==> config.mk <==
export PLATFORM = sky130hd
export DESIGN_NAME = imem_loader_flat
export DESIGN_NICKNAME = d
export VERILOG_FILES = /design/src/rtl/imem_loader_pkg.sv /design/src/rtl/imem_loader_if.sv /design/src/rtl/imem_loader_byte_packer.sv /design/src/rtl/imem_loader.sv /design/src/flat_wrapper.sv
export SDC_FILE = /design/constraint.sdc
export NUM_CORES = 1
export LEC_CHECK = 0
export ABC_CLOCK_PERIOD_IN_PS = 3600
export BUFFER_PORTS_ARGS = -buffer_cell sky130_fd_sc_hd__buf_4
export CAP_MARGIN = 20
export CORE_AREA = 2 2 183 185
export DETAILED_ROUTE_END_ITERATION = 6
export DIE_AREA = 0 0 185 187
export SLEW_MARGIN = 40
export SYNTH_ARGS = -nofsm -noshare
export SYNTH_HDL_FRONTEND = slang
export SYNTH_SLANG_ARGS = --single-unit
==> constraint.sdc <==
create_clock -name clk -period 3.6 [get_ports clk]
set_input_delay 0.36 -clock clk [delete_from_list [all_inputs] [get_ports clk]]
set_output_delay 0.36 -clock clk [all_outputs]
set_load 0.05 [all_outputs]
==> src/rtl/imem_loader_pkg.sv <==
// Shared types and sizing for the instruction-memory loader.
package imem_loader_pkg;

    typedef enum logic [2:0] {
        IDLE,
        LEN,
        DATA,
        WRITE,
        DONE,
        ERR
    } state_t;

    localparam int unsigned MEM_BYTES         = 65536;
    localparam int unsigned WORD_BYTES        = 4;
    localparam int unsigned DEFAULT_MAX_WORDS = MEM_BYTES / WORD_BYTES;

endpackage

==> src/rtl/imem_loader_if.sv <==
// Byte-stream input and memory write port of the loader.
// The master side is the loader itself; the slave side is the stream source plus memory.
interface imem_loader_if;

    logic        in_valid;
    logic [7:0]  in_data;
    logic        in_ready;
    logic        wr_en;
    logic [31:0] wr_addr;
    logic [31:0] wr_data;

    modport master (
        input  in_valid, in_data,
        output in_ready, wr_en, wr_addr, wr_data
    );

    modport slave (
        output in_valid, in_data,
        input  in_ready, wr_en, wr_addr, wr_data
    );

endinterface

==> src/rtl/imem_loader_byte_packer.sv <==
// Assembles little-endian 32-bit words one byte lane at a time.
// word presents the buffer with the strobed byte already merged in.
module imem_loader_byte_packer
    import imem_loader_pkg::*;
(
    input  logic        clk,
    input  logic        rst,
    input  logic        clear,
    input  logic        strobe,
    input  logic [1:0]  lane,
    input  logic [7:0]  data,
    output logic [31:0] word,
    output logic        complete
);

    localparam logic [1:0] LAST_LANE = 2'(WORD_BYTES - 1);

    logic [31:0] buf_q;

    always_comb begin
        word = buf_q;
        if (strobe) begin
            case (lane)
                2'd0:    word[7:0]   = data;
                2'd1:    word[15:8]  = data;
                2'd2:    word[23:16] = data;
                default: word[31:24] = data;
            endcase
        end
    end

    assign complete = strobe && (lane == LAST_LANE);

    always_ff @(posedge clk) begin
        if (rst || clear) begin
            buf_q <= '0;
        end else if (strobe) begin
            buf_q <= word;
        end
    end

endmodule

==> src/rtl/imem_loader.sv <==
// Loads a length-prefixed little-endian byte stream into instruction memory,
// holding the CPU while the load is in progress.
module imem_loader
    import imem_loader_pkg::*;
#(
    parameter logic [31:0] BASE_ADDR = 32'h0000_0000,
    parameter int unsigned MAX_WORDS = DEFAULT_MAX_WORDS
) (
    input  logic          clk,
    input  logic          rst,
    input  logic          start,
    imem_loader_if.master bus,
    output logic          busy,
    output logic          cpu_hold,
    output logic          done,
    output logic          error
);

    localparam logic [31:0] MAX_LEN = 32'(MAX_WORDS);

    state_t      state;
    logic        in_ready_q;
    logic        wr_en_q;
    logic [31:0] wr_addr_q;
    logic [31:0] wr_data_q;
    logic [1:0]  byte_cnt;
    logic [31:0] word_cnt;
    logic [31:0] len;

    logic        accept;
    logic        idle_like;
    logic [31:0] packed_word;
    logic        word_complete;
    logic [31:0] next_word_cnt;

    assign accept        = bus.in_valid && in_ready_q;
    assign idle_like     = (state == IDLE) || (state == DONE) || (state == ERR);
    assign next_word_cnt = word_cnt + 32'd1;

    assign bus.in_ready = in_ready_q;
    assign bus.wr_en    = wr_en_q;
    assign bus.wr_addr  = wr_addr_q;
    assign bus.wr_data  = wr_data_q;

    // One packer serves both the length field and the data words.
    imem_loader_byte_packer u_packer (
        .clk      (clk),
        .rst      (rst),
        .clear    (start && idle_like),
        .strobe   (accept),
        .lane     (byte_cnt),
        .data     (bus.in_data),
        .word     (packed_word),
        .complete (word_complete)
    );

    always_ff @(posedge clk) begin
        if (rst) begin
            state      <= IDLE;
            in_ready_q <= 1'b0;
            wr_en_q    <= 1'b0;
            wr_addr_q  <= BASE_ADDR;
            wr_data_q  <= '0;
            busy       <= 1'b0;
            cpu_hold   <= 1'b0;
            done       <= 1'b0;
            error      <= 1'b0;
            byte_cnt   <= '0;
            word_cnt   <= '0;
            len        <= '0;
        end else begin
            wr_en_q <= 1'b0;
            case (state)
                IDLE, DONE, ERR: begin
                    if (start) begin
                        state      <= LEN;
                        in_ready_q <= 1'b1;
                        busy       <= 1'b1;
                        cpu_hold   <= 1'b1;
                        done       <= 1'b0;
                        error      <= 1'b0;
                        byte_cnt   <= '0;
                        word_cnt   <= '0;
                    end
                end
                LEN: begin
                    if (accept) begin
                        byte_cnt <= byte_cnt + 2'd1;
                        if (word_complete) begin
                            len <= packed_word;
                            if (packed_word == '0) begin
                                state      <= DONE;
                                done       <= 1'b1;
                                busy       <= 1'b0;
                                cpu_hold   <= 1'b0;
                                in_ready_q <= 1'b0;
                            end else if (packed_word > MAX_LEN) begin
                                state      <= ERR;
                                error      <= 1'b1;
                                busy       <= 1'b0;
                                cpu_hold   <= 1'b0;
                                in_ready_q <= 1'b0;
                            end else begin
                                state <= DATA;
                            end
                        end
                    end
                end
                DATA: begin
                    if (accept) begin
                        byte_cnt <= byte_cnt + 2'd1;
                        if (word_complete) begin
                            state      <= WRITE;
                            in_ready_q <= 1'b0;
                            wr_en_q    <= 1'b1;
                            wr_addr_q  <= BASE_ADDR + {word_cnt[29:0], 2'b00};
                            wr_data_q  <= packed_word;
                        end
                    end
                end
                WRITE: begin
                    word_cnt <= next_word_cnt;
                    if (next_word_cnt == len) begin
                        state    <= DONE;
                        done     <= 1'b1;
                        busy     <= 1'b0;
                        cpu_hold <= 1'b0;
                    end else begin
                        state      <= DATA;
                        in_ready_q <= 1'b1;
                    end
                end
                default: begin
                    state <= IDLE;
                end
            endcase
        end
    end

endmodule
==> src/flat_wrapper.sv <==
// flat-port wrapper written by rule: the top's interface ports become plain ports
module imem_loader_flat import imem_loader_pkg::*;
#(
    parameter logic [31:0] BASE_ADDR = 32'h0000_0000,
    parameter int unsigned MAX_WORDS = DEFAULT_MAX_WORDS
)
  (clk, rst, start, busy, cpu_hold, done, error, bus_in_valid, bus_in_data, bus_in_ready, bus_wr_en, bus_wr_addr, bus_wr_data);
  imem_loader_if bus_i ();
  input  logic clk;
  input  logic rst;
  input  logic start;
  output logic busy;
  output logic cpu_hold;
  output logic done;
  output logic error;
  input wire logic [$bits(bus_i.in_valid)-1:0] bus_in_valid;
  input wire logic [$bits(bus_i.in_data)-1:0] bus_in_data;
  output wire logic [$bits(bus_i.in_ready)-1:0] bus_in_ready;
  output wire logic [$bits(bus_i.wr_en)-1:0] bus_wr_en;
  output wire logic [$bits(bus_i.wr_addr)-1:0] bus_wr_addr;
  output wire logic [$bits(bus_i.wr_data)-1:0] bus_wr_data;
  assign bus_i.in_valid = bus_in_valid;
  assign bus_i.in_data = bus_in_data;
  assign bus_in_ready = bus_i.in_ready;
  assign bus_wr_en = bus_i.wr_en;
  assign bus_wr_addr = bus_i.wr_addr;
  assign bus_wr_data = bus_i.wr_data;
  imem_loader #(.BASE_ADDR(BASE_ADDR), .MAX_WORDS(MAX_WORDS)) u_core (.clk(clk), .rst(rst), .start(start), .bus(bus_i), .busy(busy), .cpu_hold(cpu_hold), .done(done), .error(error));
endmodule
==> summary.log <==
INFO  worst_hold_path timing.hold.worst.class=in -> reg
INFO  route          vias_per_cell=4.800
INFO  floorplanning  height_of_the_chip=187µm
INFO  cts            post-cts-setup-buffers=0
INFO  cts            cts-buffers-inserted=17
INFO  synthesis      synth.avg_cell_area=8.330µm²
INFO  final_layout   final_net_count=1008
INFO  sta            layout_min_cycle_time=3.240ns
INFO  cts            cts-htree-levels=4
INFO  power          total_switching_power=0.9931mW
INFO  synthesis      synth_enable_flop_cells=0
INFO  final_layout   area.growth.synth_to_final=18.49%
INFO  synthesis      dominantRegCellSynth=dfxtp_1
INFO  power          part_of_the_power_in_registers=48.8%
INFO  worst_hold_path hp-start=start
INFO  worst_setup_path critPathMaxFanout=8
INFO  final_layout   ff_latch_area=0.003363mm²
INFO  worst_setup_path path_class=reg -> reg
INFO  route          route.detailed.drc=0
INFO  synthesis      syn_inst=962
INFO  place          place_worst_setup_slack=0.4138ns
INFO  grt            number_of_global_route_vias_before_repair=6295
INFO  place          hpwlAfterDp=16.15mm
INFO  final_layout   num_antenna_cells=0
INFO  cts            clk_root_buffer_cell=clkbuf_16
INFO  power          comb_power_share=5.1%
INFO  route          post_detailed_route_wirelength_per_cell=15.67µm
INFO  floorplanning  initial_core_util=24.39%
INFO  sta            setup-tns-final=0ns
INFO  route          antenna_viol_nets_final=0
INFO  grt            grtUsageTotal=13.28%
INFO  cts            cts_hold_buf=0
INFO  sta            worst_setup_margin=0.3600ns
INFO  sta            timing.final.setup_violations=0
INFO  synthesis      netlist-cell-type-count=66
INFO  worst_setup_path critPathSlowestCell=or4_4
INFO  worst_setup_path timing.critical_path.required=3.98ns
INFO  floorplanning  core=0.03286mm²
INFO  floorplanning  num_io_pins=82
INFO  final_layout   stdcell_area=0.009495mm²
INFO  sta            report.final.slew_viol_count=0
INFO  cts            cts_num_sinks=168
INFO  cts            cts_tree=built
INFO  route          routed_wirelength=22.76mm
INFO  synthesis      mappedNetlistArea=0.008014mm²
INFO  worst_setup_path startpoint_kind_of_the_worst_setup_timing_path=flip-flop
INFO  sta            finalClockSkew=0.01511ns
INFO  route          detail_route.first_pass.iterations=5
INFO  worst_setup_path worstReg2RegEnd=u_core.done
INFO  place          detailed_place.area=0.008924mm²
INFO  sta            final-hold-violation-count=0
INFO  grt            grt_overflow_total=0
INFO  power          power_switching_share=25.80%
INFO  power          cellPowerDensity=405.5mW/mm²
INFO  route          drtIter0Drc=457
INFO  synthesis      postSynthRegisterBits=168
INFO  worst_setup_path rr_worst_depth=8
INFO  final_layout   fill_cells=3563
INFO  worst_setup_path path_cells=ha_1, nand3_2, nor3_2, and2_0, xnor2_1, or4_4, nor4_4, o311a_1
INFO  cts            clkTransAtPathRegs=0.07ns
INFO  synthesis      synthesis.yosys.warnings=0
INFO  sta            period_share=90.00%
INFO  cts            cts.repair.resized=0
INFO  power          static-leakage-power=3.505nW
INFO  sta            worst_pin_slew=0.7089ns
INFO  worst_setup_path timing.critical_path.from=u_core.word_cnt[0]
INFO  grt            pin_count_of_the_biggest_net_entering_global_routing=92
INFO  grt            antenna_found_initial=0
INFO  worst_hold_path hold_path_end=u_core.state[0]
INFO  sta            grt_setup_unrepaired=false
INFO  floorplanning  floorplan.die_area=0.03460mm²
INFO  worst_setup_path ff2ff_setup_slack=0.36ns
INFO  power          worst_ir_drop_vdd=0.2996mV
INFO  worst_setup_path r2r-start=u_core.word_cnt[0]
INFO  worst_setup_path timing.critical_path.arrival=3.62ns
INFO  synthesis      synth.yosys.seq_area_share=41.97%
INFO  sta            max-slew-margin-rel=52.74%
INFO  sta            fin_worst_hold_slack=0.1678ns
INFO  final_layout   multiInputGateArea=0.004244mm²
INFO  final_layout   drive_above_1_share=14.74%
INFO  worst_setup_path critical_path.max_stage_delay=0.57ns
INFO  power          p_total=3.850mW
INFO  flow_run       maxCapViolations=0
INFO  cts            clockBufferDepth=2
INFO  cts            clkLatencyLatePin=0.44ns
INFO  floorplanning  dieWidth=185µm
INFO  sta            achievable-frequency=0.3086GHz
INFO  place          finalWeightedCongestion=0.8852
INFO  power          power_frac_clock=46.1%
INFO  synthesis      synthArstFlopShare=0%
INFO  floorplanning  core.rowCount=67
INFO  power          internal_power=2.857mW
INFO  place          port_buffers=79
INFO  outcome        outcome=finished, final reports clean
INFO  worst_hold_path whs_path_depth=2
INFO  worst_setup_path crit_end_element=flip-flop
INFO  grt            grt_first_pass_wirelength=36.11mm
INFO  route          route.vias.total=6969
==> state kept, by name, indices dropped and copies added (netlist names), 2 cells and up <==
register,flops
u_core.word_cnt,32
u_core.bus.wr_data,32
u_core.len,32
u_core.u_packer.buf_q,32
u_core.state,3
u_core.byte_cnt,2
u_core.bus.wr_addr,30
==> worst max-delay path, delay by kind of cell, from the launching register on <==
family	cells	cell delay (ns)
AOI/OAI and AO/OA	1	0.22
xor gates and xnor gates	1	0.13
and+or+nand+nor	5	2.00
adders and majority gates	1	0.33
DFF	1	0.50
==> synth_stat cells (12+ instances only) <==
master	count	area [µm²]
or3_1	14	87.58
xnor2_1	30	262.8
xor2_1	15	131.4
a211oi_1	61	457.9
a21oi_1	88	440.4
and3_1	13	81.33
clkbuf_1	60	225.2
nor2_1	133	499.2
nand3_1	16	80.08
mux2i_1	38	380.4
nor4_1	14	87.58
dfxtp_1	168	3363
nand4_1	17	106.4
o21ai_0	34	170.2
buf_2	12	60.06
nand2_1	101	379.1
nor3_1	14	70.07
==> power groups by stage <==
stage,combinational (mW),sequential [mW],clock [mW]
finish,0.196,1.88,1.78
CTS,0.198,1.88,1.81
global route,0.213,1.88,1.90
floorplan,0.126,1.93,0
global placement,0.196,1.92,0
detailed placement,0.198,1.92,0
==> worst max-delay path by stage <==
stage | end | slack [ns] | cells after the start
final | u_core.done | 0.36 | 8
after CTS | u_core.done | 0.38 | 8
after detailed placement | u_core.state[2] | 0.41 | 8
after global routing | u_core.done | 0.10 | 8
after floorplan | u_core.state[2] | 0.88 | 8
after global placement | u_core.state[2] | 0.53 | 8
==> cell type report <==
class	instances	share of cell area (%)
clock buffer	18	4.625
clock inverter	14	1.397
inverter	6	0.2372
multi-input combinational	702	44.70
sequential	168	35.42
tap	448	5.903
timing repair buffer	96	7.722
==> logic make-up (layout without fill, tap and decap cells) <==
logic type / count (synthesis) / after routing / synth area share (%)
fa+ha+maj: 5 / 5 / 0.7806
xor+xnor: 45 / 45 / 4.918
compound gates: 225 / 225 / 17.69
simple gates: 384 / 384 / 24.12
mux: 41 / 41 / 5.168
flops: 168 / 168 / 41.97
buf+inv: 93 / 134 / 5.308
other cells: 1 / 2 / 0.04679
==> routing by layer <==
layer | part of all wire [%] | wire [µm] | vias to the layer above | GRT usage, %
met2 | 44 | 9932 | 188 | 19.63
li1 | - | - | 3481 | -
met3 | 4.6 | 1055 | 25 | 2.336
met1 | 50 | 11450 | 3275 | 19.43
met5 | 0 | 0 | - | 0
met4 | 1.4 | 322 | 0 | 4.243
==> per-stage QoR <==
stage	instances	util, %
after global placement	1420	27.16
after global routing	1452	28.90
after floorplan	963	-
after CTS	1452	28.90
after detailed placement	1420	27.16
final	1452	28.90
==> layout by cell type (no fill, tap or decap), types with 4 or more instances in the layout <==
master / count
or3_1: 14
or4_1: 9
ha_1: 5
nand4_1: 17
mux2i_1: 38
a31oi_1: 10
and3_1: 13
a211oi_1: 61
clkbuf_16: 17
nand3b_1: 9
nand2b_1: 8
inv_1: 6
nor2b_1: 8
a21o_1: 6
o21ai_0: 34
inv_6: 4
clkinv_4: 4
a21oi_1: 87
nand2_1: 101
nor4_1: 14
nand3_1: 16
and2_1: 4
xor2_1: 15
buf_4: 95
nor2_1: 133
xnor2_1: 30
and4_1: 5
nor3_1: 13
dfxtp_1: 168
Power figures use the tool's default switching activity.
